$ cat config.mk
export PLATFORM = sky130hd
export DESIGN_NAME = axi_alu_initiator
export DESIGN_NICKNAME = d
export VERILOG_FILES = /design/src/rtl/axi_alu_initiator.sv
export SDC_FILE = /design/constraint.sdc
export NUM_CORES = 1
export LEC_CHECK = 0
export ABC_AREA = 1
export CORE_ASPECT_RATIO = 1.2
export CORE_MARGIN = 2
export CORE_UTILIZATION = 49
export CTS_CLUSTER_DIAMETER = 120
export CTS_CLUSTER_SIZE = 20
export DETAILED_ROUTE_END_ITERATION = 8
export PLACE_DENSITY = 0.86
export SYNTH_ARGS = -nofsm -noshare
export SYNTH_HDL_FRONTEND = slang
export SYNTH_SLANG_ARGS = --single-unit
$ cat constraint.sdc
create_clock -name clk -period 4.3 [get_ports clk]
set_input_delay 0.86 -clock clk [delete_from_list [all_inputs] [get_ports clk]]
set_output_delay 0.86 -clock clk [all_outputs]
set_load 0.02 [all_outputs]
$ cat src/rtl/axi_alu_initiator.sv
// Initiator side of the byte-wide ALU FIFO channel pair: serialises one
// command as op/a/b write beats, then requests and returns the 9-bit result.
module axi_alu_initiator #(
  parameter int unsigned TIMEOUT = 1024,
  parameter int unsigned CNT_W   = 16
) (
  input  logic             clk,
  input  logic             reset,
  input  logic             cmd_valid,
  output logic             cmd_ready,
  input  logic [2:0]       cmd_op,
  input  logic [7:0]       cmd_a,
  input  logic [7:0]       cmd_b,
  output logic [7:0]       wdata,
  output logic             wvalid,
  input  logic             wready,
  output logic             rvalid,
  input  logic             rready,
  input  logic [8:0]       rdata,
  output logic             res_valid,
  output logic [8:0]       res_data,
  output logic             res_err,
  output logic             busy,
  output logic [CNT_W-1:0] txn_count
);

  // Last WAIT_RES count before the read is abandoned (unused when TIMEOUT is 0)
  localparam logic [CNT_W-1:0] TMO_LAST = CNT_W'(TIMEOUT - 1);

  typedef enum logic [2:0] {
    IDLE,
    SEND_OP,
    SEND_A,
    SEND_B,
    WAIT_RES,
    CAPTURE
  } state_t;

  state_t           state;
  logic [7:0]       a_q;
  logic [7:0]       b_q;
  logic [CNT_W-1:0] tmo_cnt;
  logic [8:0]       res_hold;

  // The FIFO presents rdata only during CAPTURE, which is also the res_valid
  // cycle, so it is forwarded there; res_hold keeps it afterwards.
  assign res_data = (state == CAPTURE) ? rdata : res_hold;

  // Command FSM with registered handshake and result outputs
  always_ff @(posedge clk or posedge reset) begin
    if (reset) begin
      state     <= IDLE;
      a_q       <= 8'h00;
      b_q       <= 8'h00;
      tmo_cnt   <= '0;
      res_hold  <= 9'h000;
      cmd_ready <= 1'b1;
      wvalid    <= 1'b0;
      wdata     <= 8'h00;
      rvalid    <= 1'b0;
      res_valid <= 1'b0;
      res_err   <= 1'b0;
      busy      <= 1'b0;
      txn_count <= '0;
    end else begin
      res_valid <= 1'b0;
      res_err   <= 1'b0;
      case (state)
        IDLE: begin
          cmd_ready <= 1'b1;
          if (cmd_valid && cmd_ready) begin
            a_q       <= cmd_a;
            b_q       <= cmd_b;
            wdata     <= {5'b00000, cmd_op};
            wvalid    <= 1'b1;
            cmd_ready <= 1'b0;
            busy      <= 1'b1;
            state     <= SEND_OP;
          end
        end
        SEND_OP: begin
          if (wready) begin
            wdata <= a_q;
            state <= SEND_A;
          end
        end
        SEND_A: begin
          if (wready) begin
            wdata <= b_q;
            state <= SEND_B;
          end
        end
        SEND_B: begin
          if (wready) begin
            wvalid  <= 1'b0;
            rvalid  <= 1'b1;
            tmo_cnt <= '0;
            state   <= WAIT_RES;
          end
        end
        WAIT_RES: begin
          if (rvalid && rready) begin
            rvalid    <= 1'b0;
            res_valid <= 1'b1;
            txn_count <= txn_count + CNT_W'(1);
            state     <= CAPTURE;
          end else if ((TIMEOUT != 0) && (tmo_cnt == TMO_LAST)) begin
            // Abandon the read; cmd_ready stays low through the error pulse
            rvalid    <= 1'b0;
            res_valid <= 1'b1;
            res_err   <= 1'b1;
            res_hold  <= 9'h000;
            txn_count <= txn_count + CNT_W'(1);
            busy      <= 1'b0;
            state     <= IDLE;
          end else begin
            tmo_cnt <= tmo_cnt + CNT_W'(1);
          end
        end
        CAPTURE: begin
          res_hold  <= rdata;
          cmd_ready <= 1'b1;
          busy      <= 1'b0;
          state     <= IDLE;
        end
        default: begin
          state <= IDLE;
        end
      endcase
    end
  end

endmodule

==> reports/results.ini <==
[global_route]
overflow=0
grt_max_degree=34
grt_use_total_pct=22.5
grt_pass1_vias=3603
grt_pass1_wl_um=15900
antenna_found_initial=0

[worst_setup_path]
crit_slowest_cell=nor3_2
cp.required_ps=3440
cp-start-kind=register
cpLargestDelayFamily=buffers and inverters
r2r_start=state[0]
cp_slowest_stage_delay_ps=610
reg2reg_slack_ps=2170
worstPathArrival_ps=2470
path_cells=inv_1 -> nor3_2 -> inv_2 -> nand2_1 -> nand2_1 -> clkdlybuf4s50_1
r2r_cells=4
cp_max_fo=11
worst-path-buf-inv=3
cp-end-kind=primary output
crit_top_cell=nand2_1
r2r_end=b_q[0]
path_class=register to primary output

[pwr]
leakagePower_nw=2.34
power_density_nw_per_um2=560
ir_drop_uv=394

[synth]
synthesis.nets=562
ys_types=33
synth_area_leaders=dfrtp_1 (46%), nand2_1 (21%), inv_1 (5.1%)
synth-seq-cells=74
syn-instance-count=527
avgSynthCellArea_um2=7.46
yosys.area.top_type=dfrtp_1
synth_top_area_share_pct=46.4
yosys_warnings=0
yosysSeqAreaShare_pct=47.1
synth_area_um2=3930

[final_layout]
mostFrequentLayoutCell=nand2_1
diodes=0
nets=636
area_growth_pct=26.0
mostFrequentLayoutCells=nand2_1 (217), dfrtp_1 (73), clkdlybuf4s50_1 (71)
drive_gt1_share_pct=7.10

[sta]
setup_viol_count_final=0
hold_slack_ps=477
relSlewSlack_pct=30.4
hold_violations=0
fmax_mhz=300
finalMaxSlewViolations=0
timing.final.crit_share_pct=77.4
tightest_slew_ps=1040
fin_crit_ps=3330
clock-skew-final_ps=9.94
final.setup.worst_slack_ps=972
fin_tns_setup_ps=0
rsz0062_at_grt=false

[routing]
dr.pass1.iters=7
drc=2
wl_per_cell_um=12.9
routed_wl_um=8990
post_drt_via_cell_ratio=5.24
antenna_left=0
vias=3659
drt_iter0_drc=291

[clock_network]
cts_hold_buf=0
cts_resized=0
h-tree-depth=3
clkSinkCount=74
clk_latency_ps=350
cts_tree=yes
numCtsBuffers=9
clk_pin_slew_ps=80
cts-root-buf=clkbuf_8
cts_setup_buffers=0
clock_path_buffers=2

[worst_hold_path]
worst_hold_path_type=register to register
whs_path_depth=2
worst_hold_path.endpoint=wdata[4]
min_from=wdata[4]

[place]
io_buffer_count=71
dpl.hpwl_um=6360
preCtsSetupSlack_ps=1320
gp_congestion=0.868

[die]
design.core.area_um2=7750
die_w_um=85.8
die_area_um2=8760
die_h_um=102
start_util_pct=50.8
rows=35
io_pins=72

[run_status]
violations=DRC
status=finished with violations

[flow_run]
cap_violations=0

-- metal layers --
layer	up-vias	GRT usage [%]	wire length [µm]
met1	1714	27.3	3700
met2	120	39.5	4720
met3	12	4.77	446
li1	1813	-	-
met5	-	0	0
met4	0	8.30	128
-- worst register-to-register path, delay by kind of cell, from the launching register on --
family / cells / cell delay [ps]
compound gates: 1 / 260
flops: 1 / 440
simple gates: 3 / 1260
-- logic make-up (layout without fill, tap and decap cells) --
| logic type | Yosys count | in the layout | synth area share, % |
|---|---|---|---|
| adder cells (fa/ha/maj) | 2 | 2 | 0.636 |
| AO/OA/AOI/OAI | 48 | 48 | 7.09 |
| buffers and inverters | 70 | 149 | 7.51 |
| flip-flops | 74 | 74 | 47.1 |
| XOR/XNOR | 12 | 12 | 2.67 |
| AND/OR/NAND/NOR | 321 | 321 | 35.0 |
-- cell type report --
type | count | area, µm²
Clock buffer | 10 | 138
Clock inverter | 6 | 113
Fill cell | 612 | 2800
Inverter | 60 | 225
Multi-Input combinational cell | 383 | 1790
Sequential cell | 74 | 1850
Tap cell | 92 | 115
Timing Repair Buffer | 73 | 726
-- cell usage after synthesis, drive strengths merged --
cell type  count
o221ai         3
clkbuf         1
dfstp          1
nand3b         1
or2            1
nand2        221
nor2          40
nand3         36
o22ai          5
ha             2
o21bai         4
nor3           6
xor2          10
buf            9
nand4         16
dfrtp         73
xnor2          2
inv           60
o21ai         34
a21oi          2
-- report_power, final --
group          total, W  switching [W]  internal, W
clock network  0.000671       0.000268     0.000403
registers       0.00101       0.000116     0.000890
logic           0.00110       0.000692     0.000408
-- metrics by stage --
stage / area [µm²] / utilization (%) / instances / total power [W]
final: 4950 / 63.9 / 698 / 0.00278
after global routing: 4950 / 63.9 / 698 / 0.00297
after CTS: 4950 / 63.9 / 698 / 0.00279
after detailed placement: 4700 / 60.7 / 682 / 0.00210
after global placement: 4700 / 60.7 / 682 / 0.00205
after floorplan: 3930 / - / 527 / 0.00171
-- worst max-delay path by stage --
stage | depth (start not counted) | slack (ps) | start | to
2_1_floorplan | 1 | 1560 | reset | a_q[0]
3_3_place_gp | 4 | 1360 | rdata[3] | res_data[3]
3_5_place_dp | 4 | 1320 | rdata[3] | res_data[3]
4_1_cts | 6 | 950 | state[0] | res_data[8]
5_1_grt | 6 | 740 | state[0] | res_data[1]
6_report | 6 | 970 | state[0] | res_data[1]
-- state kept, by name, summed over array words and instances (netlist names), 3 cells and up --
register and count:
a_q 8, b_q 8, res_hold 9, state 3, tmo_cnt 16, txn_count 16
wdata 8
Power figures use the tool's default switching activity.
